===== config.mk =====
export PLATFORM = sky130hd
export DESIGN_NAME = mc_ctrl
export DESIGN_NICKNAME = d
export VERILOG_FILES = /design/src/rtl/mc_ctrl.sv
export SDC_FILE = /design/constraint.sdc
export NUM_CORES = 1
export LEC_CHECK = 0
export ABC_CLOCK_PERIOD_IN_PS = 1500
export BUFFER_PORTS_ARGS = -buffer_cell sky130_fd_sc_hd__buf_2
export CORE_MARGIN = 3
export CORE_UTILIZATION = 35
export CTS_CLUSTER_DIAMETER = 40
export DETAILED_ROUTE_END_ITERATION = 12
export HOLD_SLACK_MARGIN = 0.1
export PLACE_DENSITY = 0.65
export SLEW_MARGIN = 20
export SYNTH_ARGS = -nofsm -noshare
export SYNTH_HDL_FRONTEND = slang
export SYNTH_SLANG_ARGS = --single-unit

===== constraint.sdc =====
create_clock -name clk -period 1.5 [get_ports clk]
set_input_delay 0.075 -clock clk [delete_from_list [all_inputs] [get_ports clk]]
set_output_delay 0.075 -clock clk [all_outputs]
set_load 0.02 [all_outputs]

===== src/rtl/mc_ctrl.sv =====
// Multi-cycle processor control unit: Moore FSM sequencing fetch, decode,
// execute, memory and write-back, with a few input-qualified strobes.
module mc_ctrl (
    input  logic       clk,
    input  logic       rst,
    input  logic [5:0] op,
    input  logic [5:0] funct,
    input  logic       zero,
    input  logic       mem_ready,
    output logic       pc_change,
    output logic       ir_write,
    output logic       mem_read,
    output logic       mem_write,
    output logic       i_or_d,
    output logic       reg_dst,
    output logic       mem_to_reg,
    output logic       reg_write,
    output logic       alu_src_a,
    output logic [1:0] pc_src,
    output logic [1:0] alu_src_b,
    output logic [2:0] alu_ctrl,
    output logic [3:0] state,
    output logic       illegal
);

    typedef enum logic [3:0] {
        S_IF      = 4'd0,
        S_ID      = 4'd1,
        S_MEM_ADR = 4'd2,
        S_MEM_RD  = 4'd3,
        S_WB_MEM  = 4'd4,
        S_MEM_WR  = 4'd5,
        S_EX_R    = 4'd6,
        S_WB_R    = 4'd7,
        S_EX_I    = 4'd8,
        S_WB_I    = 4'd9,
        S_BR      = 4'd10,
        S_JMP     = 4'd11
    } state_t;

    localparam logic [5:0] OP_RTYPE = 6'b000000;
    localparam logic [5:0] OP_LW    = 6'b100011;
    localparam logic [5:0] OP_SW    = 6'b101011;
    localparam logic [5:0] OP_ADDI  = 6'b001000;
    localparam logic [5:0] OP_BEQ   = 6'b000100;
    localparam logic [5:0] OP_J     = 6'b000010;

    localparam logic [2:0] ALU_ADD = 3'b010;
    localparam logic [2:0] ALU_SUB = 3'b110;
    localparam logic [2:0] ALU_AND = 3'b000;
    localparam logic [2:0] ALU_OR  = 3'b001;
    localparam logic [2:0] ALU_SLT = 3'b111;

    state_t state_q;
    state_t state_d;

    always_ff @(posedge clk or negedge rst) begin
        if (!rst) begin
            state_q <= S_IF;
        end else begin
            state_q <= state_d;
        end
    end

    assign state = state_q;

    always_comb begin
        state_d    = state_q;
        pc_change  = 1'b0;
        ir_write   = 1'b0;
        mem_read   = 1'b0;
        mem_write  = 1'b0;
        i_or_d     = 1'b0;
        reg_dst    = 1'b0;
        mem_to_reg = 1'b0;
        reg_write  = 1'b0;
        alu_src_a  = 1'b0;
        pc_src     = 2'b00;
        alu_src_b  = 2'b00;
        alu_ctrl   = 3'b000;
        illegal    = 1'b0;

        case (state_q)
            S_IF: begin
                mem_read  = 1'b1;
                alu_src_b = 2'b01;
                alu_ctrl  = ALU_ADD;
                ir_write  = mem_ready;
                pc_change = mem_ready;
                if (mem_ready) state_d = S_ID;
            end
            S_ID: begin
                alu_src_b = 2'b11;
                alu_ctrl  = ALU_ADD;
                case (op)
                    OP_LW, OP_SW: state_d = S_MEM_ADR;
                    OP_RTYPE:     state_d = S_EX_R;
                    OP_ADDI:      state_d = S_EX_I;
                    OP_BEQ:       state_d = S_BR;
                    OP_J:         state_d = S_JMP;
                    default: begin
                        illegal = 1'b1;
                        state_d = S_IF;
                    end
                endcase
            end
            S_MEM_ADR: begin
                alu_src_a = 1'b1;
                alu_src_b = 2'b10;
                alu_ctrl  = ALU_ADD;
                state_d   = (op == OP_LW) ? S_MEM_RD : S_MEM_WR;
            end
            S_MEM_RD: begin
                mem_read = 1'b1;
                i_or_d   = 1'b1;
                if (mem_ready) state_d = S_WB_MEM;
            end
            S_WB_MEM: begin
                reg_write  = 1'b1;
                mem_to_reg = 1'b1;
                state_d    = S_IF;
            end
            S_MEM_WR: begin
                mem_write = 1'b1;
                i_or_d    = 1'b1;
                if (mem_ready) state_d = S_IF;
            end
            S_EX_R: begin
                alu_src_a = 1'b1;
                case (funct)
                    6'b100010: alu_ctrl = ALU_SUB;
                    6'b100100: alu_ctrl = ALU_AND;
                    6'b100101: alu_ctrl = ALU_OR;
                    6'b101010: alu_ctrl = ALU_SLT;
                    default:   alu_ctrl = ALU_ADD;
                endcase
                state_d = S_WB_R;
            end
            S_WB_R: begin
                reg_write = 1'b1;
                reg_dst   = 1'b1;
                state_d   = S_IF;
            end
            S_EX_I: begin
                alu_src_a = 1'b1;
                alu_src_b = 2'b10;
                alu_ctrl  = ALU_ADD;
                state_d   = S_WB_I;
            end
            S_WB_I: begin
                reg_write = 1'b1;
                state_d   = S_IF;
            end
            S_BR: begin
                alu_src_a = 1'b1;
                alu_ctrl  = ALU_SUB;
                pc_src    = 2'b01;
                pc_change = zero;
                state_d   = S_IF;
            end
            S_JMP: begin
                pc_src    = 2'b10;
                pc_change = 1'b1;
                state_d   = S_IF;
            end
            default: state_d = S_IF;
        endcase

        // Reset forces every strobe low combinationally, even though the
        // held state is IF, whose decode would otherwise raise mem_read.
        if (!rst) begin
            pc_change  = 1'b0;
            ir_write   = 1'b0;
            mem_read   = 1'b0;
            mem_write  = 1'b0;
            i_or_d     = 1'b0;
            reg_dst    = 1'b0;
            mem_to_reg = 1'b0;
            reg_write  = 1'b0;
            alu_src_a  = 1'b0;
            pc_src     = 2'b00;
            alu_src_b  = 2'b00;
            alu_ctrl   = 3'b000;
            illegal    = 1'b0;
        end
    end

endmodule


=== Word level (Yosys, flattened, before mapping) ===
Cells that the tools add are included.

* Register bits: 4
* Bits in latches: 0
* Memory bits (writable): 0
* Bits in read-only memories: 0
* Input port bits: 16
* Output and inout port bits: 21
* Memories: 0

* Add/subtract/negate cells: 0
* Multiply operators: 0
* Div/mod/pow operators: 0
* $lt $le $gt $ge: 0
* Equal/unequal tests: 23
* Shift operators: 0
* Muxes and demuxes: 34
* Bitwise gates (word level): 0
* Reduce and logical (&&, ||, !) cells: 11

{| class="wikitable"
|+ Operators by type and width
! kind !! number
|-
| 6-bit equality test, second input constant || 6
|-
| 4-bit one-hot mux with 7 select lines || 1
|-
| 1-bit 2-to-1 mux || 20
|-
| 4-bit one-hot mux with 5 select lines || 1
|-
| 4-bit by 3-bit equality test with 1-bit output, second input constant || 4
|-
| 4-bit equality test, second input constant || 4
|-
| 4-bit 2-to-1 mux || 3
|-
| 3-bit one-hot mux with 4 select lines || 1
|-
| 3-bit one-hot mux with 3 select lines || 1
|-
| 4-bit by 2-bit equality test with 1-bit output, second input constant || 2
|-
| 2-bit OR reduction || 4
|-
| 4-bit OR reduction || 2
|-
| 6-bit by 2-bit equality test with 1-bit output, second input constant || 1
|-
| 6-bit by 3-bit equality test with 1-bit output, second input constant || 1
|-
| 6-bit by 4-bit equality test with 1-bit output, second input constant || 1
|-
| 6-bit logical NOT || 1
|-
| 3-bit 2-to-1 mux || 2
|-
| 2-bit != test, second input constant || 3
|-
| 2-bit one-hot mux with 3 select lines || 1
|-
| 6-bit OR reduction || 1
|-
| 4-bit by 1-bit equality test with 1-bit output, second input constant || 1
|-
| 4-bit logical NOT || 1
|-
| 2-bit 2-to-1 mux || 2
|-
| 2-bit one-hot mux with 2 select lines || 1
|-
| 3 further kinds || 3
|}

=== Depth between registers and ports, before layout ===
Gate-level depths: netlist of the first run.

* Depth in word-level cells: 5
* Depth in mapped cells: 6
* Mapped depth without buffers: 5

=== Least setup slack after synthesis of the first run ===
Ideal clock, no wire load.

* Kind: register to output
* From: register state_q[1], in the netlist state[1]
* To: output port illegal
* Data arrival time: 1.589 ns
* Data required time: 1.425 ns
* Setup slack: -0.164 ns
* Stages on the path, launching flop included: 7
* Path buffers: 1
* Cells stage by stage: dfrtp_1 -> buf_6 -> nor2_1 -> nand2_2 -> clkinv_2 -> nand2_1 -> a311oi_1

* Longest elaborated chain between the ends: 3

{| class="wikitable"
|+ Ends and longest elaborated chain
! item !! line !! RTL
|-
| from (decl) || 54 || <nowiki>state_t state_q;</nowiki>
|-
| from (signal assigned) || 61 || <nowiki>state_q <= state_d;</nowiki>
|-
| 4-bit by 1-bit equality test with 1-bit output || 83 || <nowiki>case (state_q)</nowiki>
|-
| 1-bit 2-to-1 mux || 83 ||
|-
| 1-bit 2-to-1 mux || 171 || <nowiki>if (!rst) begin</nowiki>
|-
| to (decl) || 23 || <nowiki>output logic illegal</nowiki>
|}

No other way between the ends.

=== Worst setup path in the final report of the first run ===
* From: register state_q[3], in the netlist state[3]
* To: output port reg_write

* Longest elaborated chain between the ends: 4

{| class="wikitable"
|+ Ends and longest elaborated chain
! item !! line !! RTL
|-
| 4-bit equality test or 4-bit by 3-bit equality test with 1-bit output (tied branches) || 83 ||
|-
| 3-bit OR reduction (no source line) (*) || - ||
|-
| 1-bit 2-to-1 mux (*) || 83 ||
|-
| 1-bit 2-to-1 mux (*) || 171 ||
|-
| to (decl) || 17 || <nowiki>output logic reg_write,</nowiki>
|}

Mark *: on every way between the ends. The rest lies on a longest branch, timed or not.

==> results, run 1 <==
- The smallest clock period supported by the final layout is computed as between 1.5 and 2 ns.
- Entering global routing, the biggest net connects 13 pins.
- During synthesis, Yosys emitted a total of 0 warnings.
- The post-route cell area is 0.001081 mm2.
- After synthesis the netlist holds a flip-flop and latch count of 4.
- The congestion estimate from routability-driven global placement came to around 0.9.
- Input and output buffers added on the ports amount to 36.
- The die is between 50 and 60 um tall.
- The average instance area after synthesis is approximately 7.3 um2.
- The share of synthesized flip-flops with an asynchronous set or reset is between 90% and 100%.
- The number of global-route vias before repair is a little over 800.
- The global-route track usage on met2 is between 20% and 30%.
- Once layout is complete, the utilization of the core stands at 60.63%.
- The fraction of met1 tracks used by global routing is 26.03%.
- After the first detailed-routing iteration, the DRC count stood at 33.
- The combinational group share of total power is between 60% and 70%.
- STA classifies the critical path endpoint as an output port.
- The post-layout net count is 162.
- In the layout the commonest cells are sky130_fd_sc_hd__buf_2 (26), sky130_fd_sc_hd__buf_4 (19), sky130_fd_sc_hd__nor2_1 (11).
- The cell row count is 15.
- IR analysis of the VDD net gives a maximum drop of around 0.37 mV.
- The switching power is roughly 0.35 mW.
- The final non-filler cell total is 169.
- The growth of design area from synthesis to finish is 57.95%.
- The clock edge transition at the registers on the reported setup and hold paths is approximately 0.040 ns.
- The post-route netlist has 52.78% of its cells at a drive strength greater than 1.
- The number of remaining DRC errors is 0.
- The flow ran to the end, but the final reports show violations.
- Data on the critical path arrives at its endpoint at around 1.5 ns.
- Summing over every cut layer, the via total after detailed routing is around 910.
- The number of flops mapped to enable cells by yosys is 0.
- The half-perimeter wire length after placement is 1664 um.
- The residual antenna-violating net count after detailed routing is 0.
- The clock power share is approximately a fifth.
- At the later pin of the worst-skew pair, clock insertion delay measures roughly 0.25 ns.
- The clock buffer count from CTS is 3.
- The final-report hold violation count came to 0.
- The worst setup path is launched from a register.
- The slew of the pin with the lowest slew margin is between 0.2 and 0.3 ns.
- The instance count of the mapped netlist is between 90 and 100.
- Setup violations remaining at the end of the flow were counted as 6.
- The final reports fail on negative setup slack.
- In this run the clock root is driven by a sky130_fd_sc_hd__clkbuf_4.
- Counting distinct cell types in the post-synthesis netlist gives 45.
- The number of buffers on the longest clock path is 2.
- Along the worst path, the maximum fanout reaches 6.
- OpenSTA, run right after detailed placement, puts the worst setup slack at 0.1304 ns.
- Including well taps, the total number of placed cells is approximately 160.
- The leakage power is between 0.5 and 0.6 nW.
- The switching share of power is between 40% and 50%.
- Setup repair after global routing could not meet its margin everywhere.
- The placed instances occupy a cell area of a little over 900 um2.
- The clock tree from TritonCTS is built.
- The leading cell type in the layout, fill and taps excluded is sky130_fd_sc_hd__buf_2.
- Across every metal layer, demand over resource in global routing totals about 19%.
- The die area is between 0.002 and 0.003 mm2.
- The wire length of the first global-routing pass is about 3800 um.
- Dividing total power by cell area gives a power density of between 700 and 800 mW/mm2.
- The required time of the worst setup path is about 1.4 ns.
- The met3 layer usage reported by global route is just over 8%.
- The max-slew violation count came to 0.
- Max-cap violations in this run came to 0.
- In this run the tightest slew margin relative to its limit is between 80% and 90%.
- The setup clock skew after layout is ~0.0047 ns.
- The horizontal die dimension is around 50 um.
- The routed length per placed instance is ~14 um.
- The total congestion overflow after global routing is 0.
- The number of fill cells is around 160.
- Wires add up to roughly 2400 um.
- The worst min-delay path class is input port to register.
- The final critical path takes up 103.3% of the cycle.
- In this run the number of H-tree levels came out at 1.
- Timing would allow up to 645.4 MHz.
- The core area is between 0.0015 and 0.002 mm2.
- The detailed-routing iteration count for the pre-antenna-repair pass is 4.
- For this run, the leading register cell type out of synthesis is sky130_fd_sc_hd__dfrtp_1.
- The via-per-instance ratio is approximately 5.4.
- For this design the top-level I/O count stands at 37.
- Cell internal power was estimated by the tool at roughly 0.43 mW.
- The register with the most flip-flops in the layout has 4 of them.
- Once routing completed, OpenROAD measured the worst setup slack at -0.04950 ns.
- Summing every instance area after synthesis gives between 600 and 700 um2.
- The initial antenna violation count is 0.
- For this design, the sink count on the clock tree is 4.
- The final antenna diode count is 0.
- The kind of critical path is register to output port.
- Summing the sequential cell areas from Yosys gives about 15% of the chip area.
- The global routing stage identified its most utilized layer as met2.
- The number of nets in the synthesized netlist is 110.
- The sequential group share of total power is 19.7%.
- The starting utilization of the core area is a little under two fifths.
-- cells in the mapped netlist (3+ instances only) --
cell type | count | area share, %
sky130_fd_sc_hd__inv_1 | 4 | 2.2
sky130_fd_sc_hd__dfrtp_1 | 4 | 15
sky130_fd_sc_hd__nor2_1 | 13 | 7.1
sky130_fd_sc_hd__nand2_1 | 6 | 3.3
sky130_fd_sc_hd__a21oi_1 | 4 | 2.9
sky130_fd_sc_hd__nand2b_1 | 3 | 2.7
sky130_fd_sc_hd__nor3_1 | 3 | 2.2
sky130_fd_sc_hd__buf_6 | 3 | 4.9
sky130_fd_sc_hd__o21ai_0 | 4 | 2.9
sky130_fd_sc_hd__and3_1 | 3 | 2.7
sky130_fd_sc_hd__nor3_2 | 3 | 4.4
-- area by class of cell --
| class | count | area (um2) | area share, % |
|---|---|---|---|
| multi-input cells | 78 | 536.8 | 49.65 |
| repair buffers | 53 | 361.6 | 33.45 |
| clock buffers | 3 | 22.52 | 2.083 |
| well taps | 25 | 31.28 | 2.894 |
| inverters | 6 | 26.28 | 2.431 |
| flip-flops and latches | 4 | 102.6 | 9.491 |
-- critical path: stages, from the launching register on --
cell and delay [ns]:
sky130_fd_sc_hd__dfrtp_2 0.46, sky130_fd_sc_hd__and2b_1 0.20, sky130_fd_sc_hd__mux2i_1 0.16, sky130_fd_sc_hd__o32ai_1 0.12, sky130_fd_sc_hd__and2_1 0.16, sky130_fd_sc_hd__buf_6 0.13
-- through the flow --
step	hold slack (ns)	power [mW]	TNS (ns)
2_1_floorplan	-0.2206	0.4231	0
3_3_place_gp	0.01527	0.5441	0
3_5_place_dp	0.01559	0.5449	0
4_1_cts	0.2221	0.7206	-0.01234
5_1_grt	0.2576	0.8350	-0.7238
6_report	0.2322	0.7770	-0.1360
-- worst paths after layout --
kind,start,endpoint,slack (ns),cells after the start
max in group asynchronous,rst,state[0]$_DFFE_PN0P_,0.91,3
setup / recovery,state[3]$_DFFE_PN0P_,reg_write,-0.05,5
min in group asynchronous,rst,state[2]$_DFFE_PN0P_,0.38,3
hold reg to reg,state[3]$_DFFE_PN0P_,state[2]$_DFFE_PN0P_,0.73,2
setup reg to reg,state[2]$_DFFE_PN0P_,state[2]$_DFFE_PN0P_,0.18,6
hold / removal,mem_ready,state[0]$_DFFE_PN0P_,0.23,3
-- metal layers --
metal	routed length (um)	part of all wire, %
met5	0	0
met4	12	0.51
met3	151	6.4
met2	1123	48
met1	1073	45
-- power by group through the flow --
stage	combinational [mW]	sequential (mW)	clock, mW
after global placement	0.396	0.148	0
final	0.477	0.153	0.147
after global routing	0.514	0.155	0.166
after floorplan	0.273	0.150	0
after CTS	0.426	0.149	0.146
after detailed placement	0.397	0.148	0
-- timing repair --
item	4_1_cts	5_1_grt
endpoints found under the setup margin	7	13
hold buffers	1	0
buffers inserted	3	3
hold endpoints to repair	4	0
resized for setup	10	16
pin swaps	2	5
-- cells by family (layout without fill, tap and decap cells) --
| kind of cell | after synthesis | count (layout) | share of synthesized area (%) |
|---|---|---|---|
| buffers and inverters | 12 | 62 | 10.97 |
| XOR/XNOR | 2 | 2 | 2.560 |
| flip-flops | 4 | 4 | 14.63 |
| AND/OR/NAND/NOR | 47 | 47 | 40.04 |
| AO/OA/AOI/OAI | 27 | 27 | 28.70 |
| multiplexers | 2 | 2 | 3.108 |
Power figures use the tool's default switching activity.
==> run 2: changes to the inputs <==
- ABC_CLOCK_PERIOD_IN_PS: 1500 -> 1850
- CAP_MARGIN: not set -> 10
- GPL_TIMING_DRIVEN: not set -> 0
- clock period: 1.5 -> 1.85 ns (I/O delays scaled with it)
==> run 2 against run 1 <==
Global-route usage decreased by 3.4 points. The flow now finishes without violations. Clock power decreased by 28%. Worst hold slack better by 0.014 ns. Count of clock-buffer cells in the layout is the same. First-iteration DRC count decreased by 21%. Cell count fell by 5.9%. Highest routed layer is now met3. Critical path type is now input port to output port. Register-to-register slack better by 0.39 ns. Wire length down 16%. Sequential power is 28% lower. Sequential share of layout area increased by 1.2 points.
==> results, run 2 (synthesis gave the netlist of run 1 again) <==
- The family with the most delay on the worst path is buffers and inverters.
- The starting utilization of the core area is 38.39% (unchanged).
- The routed wire length is 1979 um (-16%).
- The clock buffer count from CTS is 3 (unchanged).
- The number of global-route vias before repair is 750 (-9.1%).
- The clock tree from TritonCTS is built.
- The number of remaining DRC errors is 0 (unchanged).
- The max-slew violation count is 0 (unchanged).
- The largest stage delay on the critical path was 0.52 ns (+0.06 ns).
- Following the worst setup path forward leads to its endpoint at illegal.
- The total congestion overflow after global routing is 0 (unchanged).
- The clock edge transition at the registers on the reported setup and hold paths was 0.04 ns (about the same).
- The number of maximum-capacitance violations was 0 (unchanged).
- The worst min-delay path class is input port to async pin.
- The library cell used as clock root buffer is sky130_fd_sc_hd__clkbuf_4.
- The sequential group share of total power is 20.2% (+0.5 points).
- The number of buffers on the longest clock path came to 2 (unchanged).
- The most critical setup path has its startpoint at rst.
- The worst register-to-register path ends at state[1]$_DFFE_PN0P_.
- The final-report hold violation count is 0 (unchanged).
- The TritonCTS sink count is 4 (unchanged).
- The cell row count is 15 (unchanged).
- The horizontal die dimension is 50.22 um (unchanged).
- The flop-to-flop setup slack is 0.57 ns (+0.39 ns).
- The core area is 0.001783 mm2 (unchanged).
- The total vias in the final route is 841 (-8.0%).
- The data arrival time of the critical path was 1.63 ns (+0.16 ns).
- The worst-skew pair later-pin latency is 0.23 ns (-0.02 ns).
- The setup clock skew after layout is 0.004478 ns (-0.0002152 ns).
- The kind of critical path is input port to output port.
- STA classifies the critical path startpoint as an input port.
- The count of input and output buffers was 36 (unchanged).
- The cell-internal power is 0.3037 mW (-29%).
- The number of endpoints failing setup at the final stage came to 0 (-6).
- In the layout the commonest cells are sky130_fd_sc_hd__buf_2 (37), sky130_fd_sc_hd__nor2_1 (13), sky130_fd_sc_hd__nand2_1 (6).
- The combinational group share of total power is 60.5% (-0.9 points).
- The total design power is 0.5477 mW (-30%).
- The share of post-route cells with drive strength above 1 is 43.28% (-9.5 points).
- Traced cell by cell, the critical path runs through dlygate4sd3_1 -> clkbuf_4 -> and2b_2 -> nand2_2 -> clkinv_2 -> nand2_1 -> a311oi_1 -> buf_2.
- The worst-path maximum fanout came to 12 (+6).
- The wire length of the first global-routing pass came to 3187 um (-16%).
- The half-perimeter wire length after placement is 1573 um (-5.4%).
- The residual antenna-violating net count after detailed routing is 0 (unchanged).
- The detailed-routing iteration count for the pre-antenna-repair pass is 4 (unchanged).
- The switching share of power is 44.56% (-0.084 points).
- The headroom to the max-slew limit is 76.96% (-3.5 points).
- The aggregate global-route resource usage is 15.91% (-3.4 points).
- The leading cell type in the layout, fill and taps excluded is sky130_fd_sc_hd__buf_2.
- The count of placed standard cells including taps is 155 (-2.5%).
- The total I/O pin count was 37 (unchanged).
- The growth of design area from synthesis to finish is 36.20%.
- The initial detailed-routing violation count is 26 (-21%).
- For the finished layout, the period the worst path requires is ~1.7 ns.
- The clock power share is 19.4% (+0.5 points).
- The flow ran to the end, and the final reports show no timing, DRC or antenna violations.
- The final antenna diode count is 0 (unchanged).
- The post-layout net count is 152 (-6.2%).
- For this run, the top clock speed supported by timing is around 580 MHz.
- The worst voltage drop across the vdd grid is 0.5604 mV (+51%).
- The number of flip-flops in the largest register came to 4 (unchanged).
- The final-layout setup total negative slack came to 0 ns (+0.1360 ns).
- Setup repair after global routing left no endpoint under its margin.
- The slew of the pin with the lowest slew margin is 0.3456 ns (+0.05438 ns).
- The final estimated routing congestion in global placement is 0.8471 (-6.9%).
- The initial antenna violation count is 0 (unchanged).
- The H-tree depth is 1 (unchanged).
- The final non-filler cell total came to 159 (-5.9%).
- The kind of end point of the critical path is an output port.
- The sum of buffers and inverters on the critical path was 4 (+3).
- The pin count of the biggest net entering global routing came to 13 (unchanged).
- The via-per-instance ratio is 5.289 (-2.2%).
- The slowest stage of the critical path is the sky130_fd_sc_hd__dlygate4sd3_1 cell.
- The switching power was 0.2440 mW (-30%).
- The post-route fraction of the period consumed by the critical path is just over 90%.
- The startpoint of the most critical register-to-register path is state[2]$_DFFE_PN0P_.
- The chip height was 50.22 um (unchanged).
- The required time of the worst setup path is 1.76 ns (+0.34 ns).
- The leakage power was 0.4568 nW (-11%).
- The power density of the placed cells is 587.6 mW/mm2 (-18%).
- The worst reg-to-reg path cell count is 4 (-2).
- The die area is 0.002522 mm2 (unchanged).
- The routed length per placed instance is 12.45 um (-11%).
- The total number of cells along the worst setup path is 8 (+3).
run 2: changes by cell type in the layout (fill, tap and decap cells not counted), sizes merged:
cell,delta
buf,-11
clkbuf,+1
run 2: timing repair:
item                                    4_1_cts  5_1_grt
setup buffers                                 0        0
resized for setup                             0        2
hold buffers                                  1        0
endpoints found under the hold margin         4        0
endpoints found under the setup margin        0        1
run 2: how the worst min path moves through the flow:
stage,cells after the start,start,slack [ns],endpoint
after floorplan,0,rst,-0.20,state[0]$_DFFE_PN0P_
after CTS,2,rst,0.24,state[1]$_DFFE_PN0P_
after global routing,2,rst,0.24,state[1]$_DFFE_PN0P_
after global placement,1,rst,-0.05,state[0]$_DFFE_PN0P_
final,2,rst,0.25,state[1]$_DFFE_PN0P_
after detailed placement,1,rst,-0.04,state[0]$_DFFE_PN0P_
run 2: routing by layer:
metal / vias up / track usage [%] / share of wire, %
met5: - / 0 / 0
met4: 0 / 4.147 / 0
met3: 0 / 4.154 / 7.9
met2: 32 / 25.65 / 46
met1: 378 / 20.80 / 46
li1: 431 / - / -
run 2: layout make-up:
type	instances	area (um2)
clock buffers	3	22.52
inverters	6	23.77
fillers	187	850.8
multi-input cells	78	510.5
repair buffers	37	192.7
flip-flops and latches	4	100.1
well taps	25	31.28
plain buffers	6	51.30
run 2: through the flow:
| step | area (um2) | utilization, % | worst slack, ns | hold WS [ns] |
|---|---|---|---|---|
| 2_1_floorplan | 684.4 | - | 0.1685 | -0.2031 |
| 3_3_place_gp | 895.9 | 50.25 | 0.4058 | -0.04980 |
| 3_5_place_dp | 895.9 | 50.25 | 0.3888 | -0.04231 |
| 4_1_cts | 928.4 | 52.07 | 0.03799 | 0.2398 |
| 5_1_grt | 932.1 | 52.28 | 0.02986 | 0.2406 |
| 6_report | 932.1 | 52.28 | 0.1258 | 0.2459 |
run 2: power groups by stage:
stage | registers (mW) | logic (mW) | clock network [mW]
after floorplan | 0.122 | 0.219 | 0
after global placement | 0.111 | 0.325 | 0
after detailed placement | 0.112 | 0.328 | 0
after CTS | 0.111 | 0.331 | 0.112
after global routing | 0.112 | 0.363 | 0.118
final | 0.110 | 0.331 | 0.106
